File: config.mk
export PLATFORM = sky130hd
export DESIGN_NAME = mvm_stream_arbiter_2x
export DESIGN_NICKNAME = d
export VERILOG_FILES = /design/src/rtl/mvm_stream_arbiter_2x.sv
export SDC_FILE = /design/constraint.sdc
export NUM_CORES = 1
export LEC_CHECK = 0
export BUFFER_PORTS_ARGS = -buffer_cell sky130_fd_sc_hd__buf_2
export CAP_MARGIN = 10
export CORE_AREA = 2 2 77 79
export CTS_CLUSTER_SIZE = 8
export DETAILED_ROUTE_END_ITERATION = 10
export DIE_AREA = 0 0 79 81
export GPL_TIMING_DRIVEN = 0
export SYNTH_ARGS = -nofsm -noshare
export SYNTH_HDL_FRONTEND = slang
export SYNTH_SLANG_ARGS = --single-unit
File: constraint.sdc
create_clock -name clk -period 2.4 [get_ports clk]
set_input_delay 0.36 -clock clk [delete_from_list [all_inputs] [get_ports clk]]
set_output_delay 0.36 -clock clk [all_outputs]
set_load 0.01 [all_outputs]
File: src/rtl/mvm_stream_arbiter_2x.sv
// Two-requester frame scheduler for one shared streaming matrix-vector network.
// Default build arbitrates round-robin; defining ARB_FIXED_PRIO_EN gives s0 fixed priority.
module mvm_stream_arbiter_2x #(
  parameter int WIDTH        = 16,
  parameter int IN_LEN       = 64,
  parameter int OUT_LEN      = 10,
  parameter int MAX_INFLIGHT = 4
) (
  input  logic             clk,
  input  logic             reset,
  input  logic [WIDTH-1:0] s0_data_in_x,
  input  logic             s0_valid_x,
  output logic             s0_ready_x,
  input  logic [WIDTH-1:0] s1_data_in_x,
  input  logic             s1_valid_x,
  output logic             s1_ready_x,
  output logic [WIDTH-1:0] net_data_out_x,
  output logic             net_valid_x,
  input  logic             net_ready_x,
  input  logic [WIDTH-1:0] net_data_in_y,
  input  logic             net_valid_y,
  output logic             net_ready_y,
  output logic [WIDTH-1:0] m0_data_out_y,
  output logic             m0_valid_y,
  input  logic             m0_ready_y,
  output logic [WIDTH-1:0] m1_data_out_y,
  output logic             m1_valid_y,
  input  logic             m1_ready_y
);

  localparam int IN_CW  = (IN_LEN > 2) ? $clog2(IN_LEN) : 1;
  localparam int OUT_CW = (OUT_LEN > 1) ? $clog2(OUT_LEN) : 1;
  localparam int PTR_W  = $clog2(MAX_INFLIGHT);
  localparam logic [IN_CW-1:0]  IN_LAST    = IN_CW'(IN_LEN - 1);
  localparam logic [OUT_CW-1:0] OUT_LAST   = OUT_CW'(OUT_LEN - 1);
  localparam logic [PTR_W:0]    FIFO_DEPTH = (PTR_W + 1)'(MAX_INFLIGHT);

  typedef enum logic {S_IDLE, S_FEED} state_t;

  state_t              state_q, state_d;
  logic                owner_q, owner_d;
  logic                last_owner_q, last_owner_d;
  logic [IN_CW-1:0]    in_cnt_q, in_cnt_d;
  logic [OUT_CW-1:0]   out_cnt_q, out_cnt_d;
  logic [MAX_INFLIGHT-1:0] tag_q, tag_d;
  logic [PTR_W-1:0]    wr_ptr_q, wr_ptr_d;
  logic [PTR_W-1:0]    rd_ptr_q, rd_ptr_d;
  logic [PTR_W:0]      count_q, count_d;

  logic fifo_full, fifo_empty, head, grant, grant_sel, in_xfer, out_xfer, pop;

  assign fifo_full  = (count_q == FIFO_DEPTH);
  assign fifo_empty = (count_q == '0);
  assign head       = tag_q[rd_ptr_q];

`ifdef ARB_FIXED_PRIO_EN
  assign grant_sel = ~s0_valid_x;
`else
  assign grant_sel = (s0_valid_x && s1_valid_x) ? ~last_owner_q : ~s0_valid_x;
`endif

  always_ff @(posedge clk) begin
    if (!reset) begin
      state_q      <= S_IDLE;
      owner_q      <= 1'b0;
      last_owner_q <= 1'b1;
      in_cnt_q     <= '0;
      out_cnt_q    <= '0;
      tag_q        <= '0;
      wr_ptr_q     <= '0;
      rd_ptr_q     <= '0;
      count_q      <= '0;
    end else begin
      state_q      <= state_d;
      owner_q      <= owner_d;
      last_owner_q <= last_owner_d;
      in_cnt_q     <= in_cnt_d;
      out_cnt_q    <= out_cnt_d;
      tag_q        <= tag_d;
      wr_ptr_q     <= wr_ptr_d;
      rd_ptr_q     <= rd_ptr_d;
      count_q      <= count_d;
    end
  end

  // Full check uses the pre-edge count, so a same-cycle pop never enables a grant.
  always_comb begin
    state_d = state_q;
    grant   = 1'b0;
    unique case (state_q)
      S_IDLE: begin
        if (!fifo_full && (s0_valid_x || s1_valid_x)) begin
          grant   = 1'b1;
          state_d = S_FEED;
        end
      end
      S_FEED: begin
        if (in_xfer && (in_cnt_q == IN_LAST)) state_d = S_IDLE;
      end
      default: state_d = S_IDLE;
    endcase
  end

  always_comb begin
    net_data_out_x = owner_q ? s1_data_in_x : s0_data_in_x;
    net_valid_x    = 1'b0;
    s0_ready_x     = 1'b0;
    s1_ready_x     = 1'b0;
    if (reset && (state_q == S_FEED)) begin
      net_valid_x = owner_q ? s1_valid_x : s0_valid_x;
      s0_ready_x  = ~owner_q & net_ready_x;
      s1_ready_x  = owner_q & net_ready_x;
    end
    net_ready_y   = 1'b0;
    m0_valid_y    = 1'b0;
    m1_valid_y    = 1'b0;
    m0_data_out_y = net_data_in_y;
    m1_data_out_y = net_data_in_y;
    if (reset && !fifo_empty) begin
      net_ready_y = head ? m1_ready_y : m0_ready_y;
      m0_valid_y  = ~head & net_valid_y;
      m1_valid_y  = head & net_valid_y;
    end
  end

  assign in_xfer  = net_valid_x & net_ready_x;
  assign out_xfer = net_valid_y & net_ready_y;
  assign pop      = out_xfer && (out_cnt_q == OUT_LAST);

  always_comb begin
    owner_d      = grant ? grant_sel : owner_q;
    last_owner_d = last_owner_q;
    in_cnt_d     = in_cnt_q;
    if (grant) begin
      in_cnt_d = '0;
    end else if (in_xfer) begin
      in_cnt_d = in_cnt_q + 1'b1;
      if (in_cnt_q == IN_LAST) last_owner_d = owner_q;
    end

    out_cnt_d = out_cnt_q;
    if (pop)           out_cnt_d = '0;
    else if (out_xfer) out_cnt_d = out_cnt_q + 1'b1;

    tag_d = tag_q;
    if (grant) tag_d[wr_ptr_q] = grant_sel;
    wr_ptr_d = wr_ptr_q + PTR_W'(grant);
    rd_ptr_d = rd_ptr_q + PTR_W'(pop);
    unique case ({grant, pop})
      2'b10:   count_d = count_q + 1'b1;
      2'b01:   count_d = count_q - 1'b1;
      default: count_d = count_q;
    endcase
  end

endmodule

Yosys cells after proc, flatten, opt, wreduce, memory -nomap -nowiden
Cells that the tools add are included.
- eq/ne operators: 5
- magnitude comparators: 3
- reduce and logical (&&, ||, !) cells: 15
- bitwise logic cells: 13
- $add $sub $neg: 6
- multiplexer cells: 20
- operators with widths (cell ; number):
    $mux 16 ; 1
    $mux 1 ; 14
    $logic_and 1x1->1 ; 7
    $not 1->1 ; 7
    $add 6x1->6 const B ; 1
    $and 1x1->1 ; 6
    $eq 6x6->1 const B ; 1
    $lt 2x3->1 const B ; 2
    $pmux 3 s2 ; 1
    $add 2x1->2 ; 2
    $add 4x1->4 const B ; 1
    $bwmux 4 ; 1
    $eq 4x4->1 const B ; 1
    $reduce_or 2->1 ; 2
    $add 3x1->3 const B ; 1
    $eq 3x3->1 const B ; 1
    $logic_not 3->1 ; 1
    $reduce_and 3->1 ; 1
    $sub 3x1->3 const B ; 1
    $bmux 1 s2 ; 1
    $demux 1 s2 ; 1
    $eq 2x1->1 const B ; 1
    $eq 2x2->1 const B ; 1
    $ge 2x1->1 const B ; 1
    4 further kinds ; 5
- bits of input ports: 56
- flip-flop bits (word level): 24
- logic and storage cells: 71

Longest topological paths before layout
Gate-level depths: netlist (run 1).
- word-level depth: 8
- depth in mapped cells: 10
- mapped depth without buffers: 10

Worst setup path after synthesis (run 1)
Ideal clock, no wire load.
- kind: reg2reg
- from: register rd_ptr_q[0]
- to: register count_q[2]
- period minus slack after synthesis: 2.621 ns
- cell stages (with the launch flop): 11
- buffers on the path: 0
- path slack: -0.221 ns
- data required time: 2.329 ns
- data arrival time: 2.551 ns
- cell sequence: dfxtp_1 mux4_2 mux2i_4 nor2_1 and2_1 ha_1 inv_1 fa_1 xor2_1 or3_1 a21oi_1
- cells in the longest elaborated chain, start to end: 8
- RTL lines (what ; line ; text):
    start: declaration ; 47 ; logic [PTR_W-1:0] rd_ptr_q, rd_ptr_d;
    start signal: assignment ; 81 ; rd_ptr_q <= rd_ptr_d;
    $bmux 1 s2 (*) ; 54 ; assign head = tag_q[rd_ptr_q];
    $mux 1 (implied by the code) (*) ; 54 ;
    $mux 1 (*) ; 120 ; net_ready_y = head ? m1_ready_y : m0_ready_y;
    $mux 1 (*) ; 119 ; if (reset && !fifo_empty) begin
    $and 1x1->1 (*) ; 127 ; assign out_xfer = net_valid_y & net_ready_y;
    $logic_and 1x1->1 (*) ; 128 ; assign pop = out_xfer && (out_cnt_q == OUT_LAST);
    $eq 2x1->1 or $eq 2x2->1 (tied branches) ; 149 ; unique case ({grant, pop})
    $pmux 3 s2 or $reduce_bool 2->1 (tied branches) ; n/a ;
    end signal: assignment ; 82 ; count_q <= count_d;
    end: declaration ; 48 ; logic [PTR_W:0] count_q, count_d;
Mark *: on every way between the ends. The rest lies on a longest branch, timed or not. The select of a mux whose other input is x is not followed.
A chain may end at the register's enable or synchronous reset.

Worst setup path in the final report (run 1)
Same ends and word-level chain as after synthesis.

==> results of run 1 <==
[per-layer routing]
layer  up-vias  part of all wire, %  track usage (%)
li1        823                    -                -
met1       703                   40             12.8
met2        58                   50             19.7
met3         5                  8.2             2.22
met4         0                  1.3             4.14
met5         -                    0                0
[sequential cells by signal, summed over array words and instances (netlist names)]
signal / cells
out_cnt_q: 4
tag_q: 4
count_q: 3
owner_q: 1
in_cnt_q: 6
state_q: 1
wr_ptr_q: 2
rd_ptr_q: 2
last_owner_q: 1
[stage by stage]
step / util [%] / setup WS (ps) / area, sq um / setup TNS [ps]
finish: 41.3 / -146 / 2340 / -146
detailed placement: 39.4 / -252 / 2240 / -384
floorplan: - / -93.0 / 1680 / -93.0
global placement: 39.4 / -213 / 2240 / -300
CTS: 41.0 / -131 / 2330 / -134
global route: 41.3 / -269 / 2340 / -376
[worst register-to-register path, delay by kind of cell, from the launching register on]
kind	cells	cell delay [ps]
mux	2	780
compound gates	1	120
fa+ha+maj	2	450
flops	1	350
simple gates	3	600
xor+xnor	1	150
buf+inv	1	30
[cells in the mapped netlist, types with 3 or more instances]
cell | number | area [sq um]
dfxtp_1 | 24 | 480
and2_1 | 3 | 18.8
nand3_1 | 4 | 20.0
nor2b_1 | 4 | 25.0
nand2_1 | 6 | 22.5
mux2_2 | 16 | 180
inv_1 | 10 | 37.5
a21oi_1 | 6 | 30.0
nor3_1 | 4 | 20.0
nor2_1 | 22 | 82.6
o21ai_0 | 4 | 20.0
xnor2_1 | 7 | 61.3
a211oi_1 | 3 | 22.5
ha_1 | 6 | 75.1
buf_4 | 32 | 240
[worst max-delay path by stage]
| stage | cells after the start | endpoint |
|---|---|---|
| 3_5_place_dp | 10 | count_q[2]$_SDFFE_PN0P_ |
| 5_1_grt | 10 | count_q[2]$_SDFFE_PN0P_ |
| 3_3_place_gp | 10 | count_q[2]$_SDFFE_PN0P_ |
| 6_report | 10 | count_q[2]$_SDFFE_PN0P_ |
| 4_1_cts | 10 | count_q[2]$_SDFFE_PN0P_ |
| 2_1_floorplan | 10 | count_q[2]$_SDFFE_PN0P_ |
[timing repair]
| item | CTS | global route |
|---|---|---|
| resized for setup | 1 | 1 |
| setup endpoints to repair | 2 | 2 |
| pin swaps | 1 | 0 |
| buffers inserted | 5 | 0 |
[cells by family after synthesis]
group,share of synthesized area [%]
xor gates and xnor gates,4.76
and+or+nand+nor,17.5
muxes,14.2
adders and majority gates,5.74
AOI/OAI and AO/OA,10.7
buffers and inverters,18.0
DFF,29.0
[cell type report]
| type | count | area [sq um] | share of cell area (%) |
|---|---|---|---|
| Tap cell | 75 | 93.8 | 4.00 |
| Sequential cell | 24 | 482 | 20.5 |
| Inverter | 10 | 37.5 | 1.60 |
| Clock buffer | 4 | 55.1 | 2.35 |
| Buffer | 37 | 260 | 11.1 |
| Timing Repair Buffer | 99 | 515 | 22.0 |
| Multi-Input combinational cell | 117 | 901 | 38.4 |
[power by group through the flow]
stage,Sequential (mW),Combinational [mW],Clock [mW]
after floorplan,0.446,0.209,0
after detailed placement,0.451,0.320,0
after CTS,0.441,0.329,0.290
final,0.442,0.328,0.282
after global placement,0.451,0.313,0
after global routing,0.446,0.365,0.305
==> results.md, run 1 <==
* Peak VDD IR at around 0.2 mV
* Switch share at between 20 and 30%
* Fillers at about 600
* Worst R2R Setup Slack at -150 ps
* Status: complete, but fails checks
* CP delay by family, top: multiplexers
* WS Path Type: register to register
* Failing checks: negative setup slack
* Antenna violations before repair at 0
* Cells after Synth at 188
* Largest net degree at the start of global routing at 14
* Final non-filler cell total at 366
* Most common cell after layout, fill and taps aside: buf_2
* Reg2Reg Depth at 10
* Critical Path Fanout Max at 2
* WP data required at 2610 ps
* GR Overflow Total at 0
* Critical Path Max Stage Delay at 560 ps
* Leak pwr at 1.12 nW
* RSZ-0062 raised after global routing: true
* Synth warn at 0
* Post-synthesis average cell area at just under 9 sq um
* Final setup vio count at 1
* Core area at 5680 sq um
* Total CTS buffers at 3
* Total I/O pin count at 110
* WL final at between 3000 and 4000 microns
* CTS Buffer Depth at 2
* Chip height at between 80 and 90 microns
* Port bufs at 93
* Seq pwr share at 42.0%
* CTS tree: yes
* P_sw at roughly 0.31 mW
* Max-slew violations at 0
* Worst Tran Pin Value at between 600 and 700 ps
* H-tree levels at 1
* # DRC at 0
* Total iterations of the first detailed-routing run at 4
* Post-synthesis net count at 251
* Row cnt at 28
* Period minus WS final at between 2000 and 3000 ps
* Count of state elements after synthesis at 24
* Worst Hold End: owner_q$_SDFFE_PN0P_
* Clock latency on the worst-skew pair at 270 ps
* Routed vias/inst at 4.34
* Root buf cell: clkbuf_8
* Placed insts at 356
* ANT nets after route at 0
* Fmax at 393 MHz
* Initial Util at 29.2%
* Initial DRC count at 29
* Worst Hold Launch: s1_valid_x
* Crit path cell chain: mux4_2 > mux2i_4 > nor2_2 > and2_4 > ha_4 > inv_2 > fa_2 > xor2_1 > or3_1 > a21oi_2
* Seq/Total Area, Yosys at 29.0%
* Arrival time worst endpoint at 2750 ps
* Fin nets at 355
* Crit. End Element: register
* Netlist cell types at 44
* Fraction of layout cells with a size suffix above 1 at 55.3%
* DR WL/cell at a little over 10 microns
* Final Hold Viols at 0
* Fin Clk Skew at around 2.5 ps
* R2R Path End: count_q[2]$_SDFFE_PN0P_
* P&R area growth vs syn at 41.6%
* Die area at between 6000 and 7000 sq um
* Worst setup startpoint: rd_ptr_q[0]$_SDFF_PN0_
* Worst hold slack at 405 ps
* Clock share of power at 26.8%
* Hpwl dp at between 3000 and 4000 microns
* Combinational share of power at 31.2%
* Fin worst setup slack at -146 ps
* Primary FF master, synth: dfxtp_1
* Crit-path slowest cell: mux4_2
* Power consumption at approximately 1.1 mW
* Routability cong. at 0.716
* Post-synth ARST share at 0%
* Clock sink total at 24
* Slew margin rel. at 57.6%
* Post-synth EDFFs at 0
* Vias in the first global route at ~1300
* Global-route wire length before repair at 5690 microns
* Power Dens Cells at ~450 nW/um^2
* Fin crit share at 106%
* Pint at 0.744 mW
* Commonest cells after routing, fill and taps aside: 94 x buf_2, 37 x buf_4, 23 x dfxtp_1
* Crit path launch type: register
* Cts hold-fix bufs at 0
* Synth Cell Area at 1660 sq um
* CP bufs+invs at 1
* Max-cap violations at 0
* Gr usage total at between 10 and 15%
* Die width at 79 microns
* Hold WC Path Type: input pin to register
* FF-to-FF Start: rd_ptr_q[0]$_SDFF_PN0_
* Clock-pin transition on the worst setup and hold timing paths at 90 ps
* Ant. Diodes at 0
* Hold Crit Depth at 3
* DR vias at 1589
(Power assumes the default switching activity.)
==> run 2, diff against run 1 <==
--- a/config.mk
+++ b/config.mk
@@ -7,11 +7,12 @@
 export LEC_CHECK = 0
 export BUFFER_PORTS_ARGS = -buffer_cell sky130_fd_sc_hd__buf_2
 export CAP_MARGIN = 10
-export CORE_AREA = 2 2 77 79
+export CORE_AREA = 5 5 80 82
 export CTS_CLUSTER_SIZE = 8
 export DETAILED_ROUTE_END_ITERATION = 10
-export DIE_AREA = 0 0 79 81
+export DIE_AREA = 0 0 85 87
 export GPL_TIMING_DRIVEN = 0
+export PLACE_DENSITY = 0.74
 export SYNTH_ARGS = -nofsm -noshare
 export SYNTH_HDL_FRONTEND = slang
 export SYNTH_SLANG_ARGS = --single-unit
==> results.md, run 2 (synthesis results as in run 1) <==
* Cts hold-fix bufs at 0 (unchanged)
* H-tree levels at 1 (unchanged)
* Initial DRC count at 39 (+34%)
* Critical Path Fanout Max at 3 (+1)
* Slew margin rel. at 60.6% (+3.0 points)
* Fraction of layout cells with a size suffix above 1 at 55.1% (-0.19 points)
* Vias in the first global route at 1513 (+13%)
* Total I/O pin count at 110 (unchanged)
* Power Dens Cells at 445 nW/um^2 (-0.73%)
* Post-layout util at 41.4% (+0.066 points)
* Commonest cells after routing, fill and taps aside: 94 x buf_2, 38 x buf_4, 23 x dfxtp_1
* Clock sink total at 24 (unchanged)
* Leak pwr at 1.13 nW (+0.50%)
* Initial Util at 29.2% (unchanged)
* Clock latency on the worst-skew pair at 270 ps (about the same)
* P&R area growth vs syn at 41.9%
* Die area at 7400 sq um (+16%)
* Worst Hold End: owner_q$_SDFFE_PN0P_
* Combinational share of power at 31.4% (+0.2 points)
* Largest net degree at the start of global routing at 14 (unchanged)
* Switch share at 29.1% (-0.18 points)
* Max-cap violations at 0 (unchanged)
* Largest reg by FF count: in_cnt_q
* WS Path Type: register to register
* # DRC at 0 (unchanged)
* Fin crit share at 107% (+0.53 points)
* DR WL/cell at 11.2 microns (+9.3%)
* Power consumption at 1.05 mW (-0.58%)
* Period minus WS final at 2560 ps (+12.7 ps)
* Sequential cell area at 482 sq um (unchanged)
* Hpwl dp at 3390 microns (+13%)
* ANT nets after route at 0 (unchanged)
* Antenna violations before repair at 0 (unchanged)
* Global-route wire length before repair at 6310 microns (+11%)
* Failing checks: negative setup slack
* Worst Tran Pin Value at 575 ps (-43.8 ps)
* WP data required at 2600 ps (about the same)
* DR vias at 1616 (+1.7%)
* Final Hold Viols at 0 (unchanged)
* Root buf cell: clkbuf_8
* WL final at 4120 microns (+9.6%)
* Hold WC Path Type: input pin to register
* Fin nets at 356 (+0.28%)
* CTS Buffer Depth at 2 (unchanged)
* Seq pwr share at 42.3% (+0.3 points)
* Total CTS buffers at 3 (unchanged)
* Reg2Reg Depth at 10 (unchanged)
* Routed vias/inst at 4.40 (+1.4%)
* Max FFs per register at 6 (unchanged)
* Most common cell after layout, fill and taps aside: buf_2
* Fmax at 391 MHz (-0.50%)
* Final setup vio count at 2 (+1)
* P_sw at 0.304 mW (-1.2%)
* Pint at 0.741 mW (-0.32%)
* Worst hold slack at 380 ps (-25.1 ps)
* Status: complete, but fails checks
* Die width at 85 microns (+7.6%)
* Total iterations of the first detailed-routing run at 4 (unchanged)
* Ant. Diodes at 0 (unchanged)
* Chip height at 87 microns (+7.4%)
* Clock-pin transition on the worst setup and hold timing paths at 80 ps (about the same)
* RSZ-0062 raised after global routing: true
* Row cnt at 28 (unchanged)
* Gr usage total at 10.2% (-0.79 points)
* Routability cong. at 0.786 (+9.7%)
* Arrival time worst endpoint at 2760 ps (about the same)
* Crit-path slowest cell: mux4_2
* Top Registers: in_cnt_q: 6 flops, out_cnt_q: 4 flops, tag_q: 4 flops
* Fin Clk Skew at 2.11 ps (-0.432 ps)
* Clock share of power at 26.3% (-0.5 points)
* Crit path cell chain: mux4_2 > mux2i_4 > nor2_2 > and2_4 > ha_4 > inv_2 > fa_2 > xor2_1 > or3_1 > a21oi_1
* Critical Path Max Stage Delay at 560 ps (about the same)
* FF-to-FF Start: rd_ptr_q[0]$_SDFF_PN0_
* Port bufs at 93 (unchanged)
* CTS tree: yes
* Area occupied by multi-input gates at 897 sq um (-0.42%)
* Max-slew violations at 0 (unchanged)
* Fillers at 574 (-3.9%)
* Post-Route Setup TNS at -162 ps (-16.4 ps)
* Crit path launch type: register
* Worst Hold Launch: s1_valid_x
* GR Overflow Total at 0 (unchanged)
* Hold Crit Depth at 3 (unchanged)
* Crit. End Element: register
* R2R Path End: count_q[2]$_SDFFE_PN0P_
* Fin worst setup slack at -159 ps (-12.7 ps)
* Post-Place Worst Slack at -261 ps (-8.70 ps)
* Core area at 5680 sq um (unchanged)
* Peak VDD IR at 0.192 mV (-1.1%)
* Worst R2R Setup Slack at -160 ps (about the same)
run 2: layout make-up:
type                       count  share of cell area, %
buffer                        37                   11.1
multi-input combinational    117                   38.2
inverter                      10                   1.60
sequential                    24                   20.5
clock buffer                   4                   2.34
tap                           75                   4.00
timing repair buffer         100                   22.3
run 2: repair_timing:
action                                  CTS  global route
buffers inserted                          4             2
pin swaps                                 1             0
gates resized for setup                   1             0
endpoints found under the setup margin    2             2
run 2: power groups by stage:
| stage | Combinational, mW | Sequential [mW] | Clock (mW) |
|---|---|---|---|
| after floorplan | 0.209 | 0.446 | 0 |
| after global placement | 0.314 | 0.450 | 0 |
| after detailed placement | 0.323 | 0.451 | 0 |
| after CTS | 0.329 | 0.442 | 0.278 |
| after global routing | 0.363 | 0.446 | 0.296 |
| final | 0.328 | 0.442 | 0.275 |
run 2: worst max-delay path by stage:
stage,start,end,cells past startpoint
after floorplan,rd_ptr_q[0]$_SDFF_PN0_,count_q[2]$_SDFFE_PN0P_,10
after global placement,rd_ptr_q[0]$_SDFF_PN0_,count_q[2]$_SDFFE_PN0P_,10
after detailed placement,rd_ptr_q[0]$_SDFF_PN0_,count_q[2]$_SDFFE_PN0P_,10
after CTS,rd_ptr_q[0]$_SDFF_PN0_,count_q[2]$_SDFFE_PN0P_,10
after global routing,rd_ptr_q[0]$_SDFF_PN0_,count_q[2]$_SDFFE_PN0P_,10
final,rd_ptr_q[0]$_SDFF_PN0_,count_q[2]$_SDFFE_PN0P_,10
run 2: critical path: cells and delay by family (launching register included):
kind	cells	cell delay, ps
AO/OA/AOI/OAI	1	120
XOR/XNOR	1	160
adder cells (fa/ha/maj)	2	450
buffers and inverters	1	30
flip-flops	1	340
multiplexers	2	780
AND/OR/NAND/NOR	3	590
run 2: stage by stage:
step           cells  instance area, sq um
6_report         367                  2350
5_1_grt          367                  2350
4_1_cts          364                  2320
3_5_place_dp     356                  2240
3_3_place_gp     356                  2240
2_1_floorplan    188                  1680
run 2: layer usage:
metal | routed length, microns | global-route usage [%] | part of all wire (%) | vias to the layer above
met5 | 0 | 0 | 0 | -
met4 | 53 | 4.17 | 1.3 | 0
met3 | 349 | 2.84 | 8.5 | 5
met2 | 2090 | 18.0 | 51 | 55
met1 | 1620 | 11.4 | 39 | 729
li1 | - | - | - | 827
==> run 3, diff against run 2 <==
--- a/config.mk
+++ b/config.mk
@@ -8,11 +8,13 @@
 export BUFFER_PORTS_ARGS = -buffer_cell sky130_fd_sc_hd__buf_2
 export CAP_MARGIN = 10
 export CORE_AREA = 5 5 80 82
+export CTS_BUF_LIST = sky130_fd_sc_hd__clkbuf_16
 export CTS_CLUSTER_SIZE = 8
 export DETAILED_ROUTE_END_ITERATION = 10
 export DIE_AREA = 0 0 85 87
 export GPL_TIMING_DRIVEN = 0
 export PLACE_DENSITY = 0.74
+export SKIP_CTS_REPAIR_TIMING = 1
 export SYNTH_ARGS = -nofsm -noshare
 export SYNTH_HDL_FRONTEND = slang
 export SYNTH_SLANG_ARGS = --single-unit
==> results.md, run 3 (synthesis results as in run 1) <==
* Status: complete, but fails checks
* Failing checks: negative setup slack
* WS Path Type: register to register
* Largest reg by FF count: in_cnt_q
* Initial Util at 29.2% (unchanged)
* Max-cap violations at 0 (unchanged)
* Fin nets at 356 (unchanged)
* Chip height at 87 microns (unchanged)
* Post-Place Worst Slack at -261 ps (unchanged)
* Fmax at 389 MHz (-0.54%)
* RSZ-0062 raised after global routing: true
* # DRC at 0 (unchanged)
* Ant. Diodes at 0 (unchanged)
* Worst hold slack at 395 ps (+15.6 ps)
* Total iterations of the first detailed-routing run at 4 (unchanged)
* DR vias at 1628 (+0.74%)
* Total CTS buffers at 3 (unchanged)
* Crit path cell chain: mux4_2 > mux2i_4 > nor2_4 > and2_4 > ha_4 > inv_2 > fa_2 > xor2_1 > or3_1 > a21oi_1
* Final setup vio count at 2 (unchanged)
* Fraction of layout cells with a size suffix above 1 at 54.8% (-0.34 points)
* Clock sink total at 24 (unchanged)
* Crit path launch type: register
* Total I/O pin count at 110 (unchanged)
* Routability cong. at 0.786 (unchanged)
* Max FFs per register at 6 (unchanged)
* Critical Path Fanout Max at 4 (+1)
* Root buf cell: clkbuf_16
* Post-layout util at 41.9% (+0.51 points)
* Clock latency on the worst-skew pair at 260 ps (about the same)
* Period minus WS final at 2570 ps (+13.9 ps)
* Initial DRC count at 42 (+7.7%)
* Crit-path slowest cell: mux4_2
* Power consumption at 1.14 mW (+8.7%)
* Met1 Usage GRT at 11.3% (-0.18 points)
* Arrival time worst endpoint at 2760 ps (about the same)
* WP data required at 2590 ps (about the same)
* Global-route wire length before repair at 6310 microns (-0.11%)
* Top Registers: in_cnt_q: 6 flops, out_cnt_q: 4 flops, tag_q: 4 flops
* Placed insts at 356 (unchanged)
* Port bufs at 93 (unchanged)
* Die area at 7400 sq um (unchanged)
* Row cnt at 28 (unchanged)
* CTS tree: yes
* Largest net degree at the start of global routing at 14 (unchanged)
* Antenna violations before repair at 0 (unchanged)
* CTS Buffer Depth at 2 (unchanged)
* Worst Tran Pin Value at 574 ps (-0.568 ps)
* Critical Path Max Stage Delay at 570 ps (about the same)
* Vias in the first global route at 1519 (+0.40%)
* Max-slew violations at 0 (unchanged)
* DR WL/cell at 11.3 microns (+0.73%)
* Routed vias/inst at 4.44 (+0.74%)
* Core area at 5680 sq um (unchanged)
* Hold WC Path Type: input pin to register
* Peak VDD IR at 0.244 mV (+27%)
* ANT nets after route at 0 (unchanged)
* Final non-filler cell total at 367 (unchanged)
* Gr usage total at 10.1% (-0.081 points)
* Fillers at 574 (unchanged)
* Slew margin rel. at 60.6% (about the same)
* Fin crit share at 107% (+0.58 points)
* CP delay by family, top: multiplexers
* WL final at 4150 microns (+0.73%)
* Most common cell after layout, fill and taps aside: buf_2
* Power Dens Cells at 478 nW/um^2 (+7.4%)
* H-tree levels at 1 (unchanged)
* GRT met3 Usage at 3.41% (+0.57 points)
* Fin worst setup slack at -173 ps (-13.9 ps)
* Clock-pin transition on the worst setup and hold timing paths at 60 ps (-20 ps)
* Die width at 85 microns (unchanged)
* Hpwl dp at 3390 microns (unchanged)
* GRT busiest layer: met2
* M2 GR Usage at 18.2% (+0.21 points)
* Commonest cells after routing, fill and taps aside: 94 x buf_2, 38 x buf_4, 23 x dfxtp_1
* Final Hold Viols at 0 (unchanged)
* Leak pwr at 1.14 nW (+0.78%)
* P&R area growth vs syn at 43.6%
* GR Overflow Total at 0 (unchanged)
* CP bufs+invs at 1 (unchanged)
* Placed inst area at 2240 sq um (unchanged)
* Crit. End Element: register
* Fin area at 2380 sq um (+1.2%)
* Fin Clk Skew at 2.24 ps (+0.128 ps)
* Post-Route Setup TNS at -193 ps (-31.0 ps)
## run 3: worst paths after layout
| check | startpoint | endpoint | slack, ps | cells past startpoint |
|---|---|---|---|---|
| worst max-delay path | rd_ptr_q[0]$_SDFF_PN0_ | count_q[2]$_SDFFE_PN0P_ | -170 | 10 |
| worst min register to register | out_cnt_q[2]$_SDFFE_PP0P_ | out_cnt_q[2]$_SDFFE_PP0P_ | 490 | 1 |
| worst min-delay path | s1_valid_x | owner_q$_SDFFE_PN0P_ | 400 | 3 |
| worst max register to register | rd_ptr_q[0]$_SDFF_PN0_ | count_q[2]$_SDFFE_PN0P_ | -170 | 10 |
## run 3: routing by layer
| layer | wire length [microns] | up-vias |
|---|---|---|
| li1 | - | 829 |
| met1 | 1590 | 737 |
| met2 | 2140 | 57 |
| met3 | 373 | 5 |
| met4 | 33 | 0 |
| met5 | 0 | - |
## run 3: tightest hold or removal path: cells and delay by family
| family | cells | cell delay, ps |
|---|---|---|
| and+or+nand+nor | 1 | 70 |
| buffers and inverters | 1 | 110 |
| AOI/OAI and AO/OA | 1 | 70 |
## run 3: area by class of cell
type	instances	area, sq um	share of cell area, %
sequential	24	482	20.3
multi-input combinational	117	902	37.9
clock buffer	3	75.1	3.16
timing repair buffer	100	523	22.0
buffer	37	260	10.9
inverter	10	37.5	1.58
tap	75	93.8	3.95
clock inverter	1	3.75	0.158
## run 3: where the power goes
group / internal, mW / leakage (nW) / switching (mW)
registers: 0.421 / 0.196 / 0.0217
clock network: 0.223 / 0.0385 / 0.138
logic: 0.178 / 0.905 / 0.155
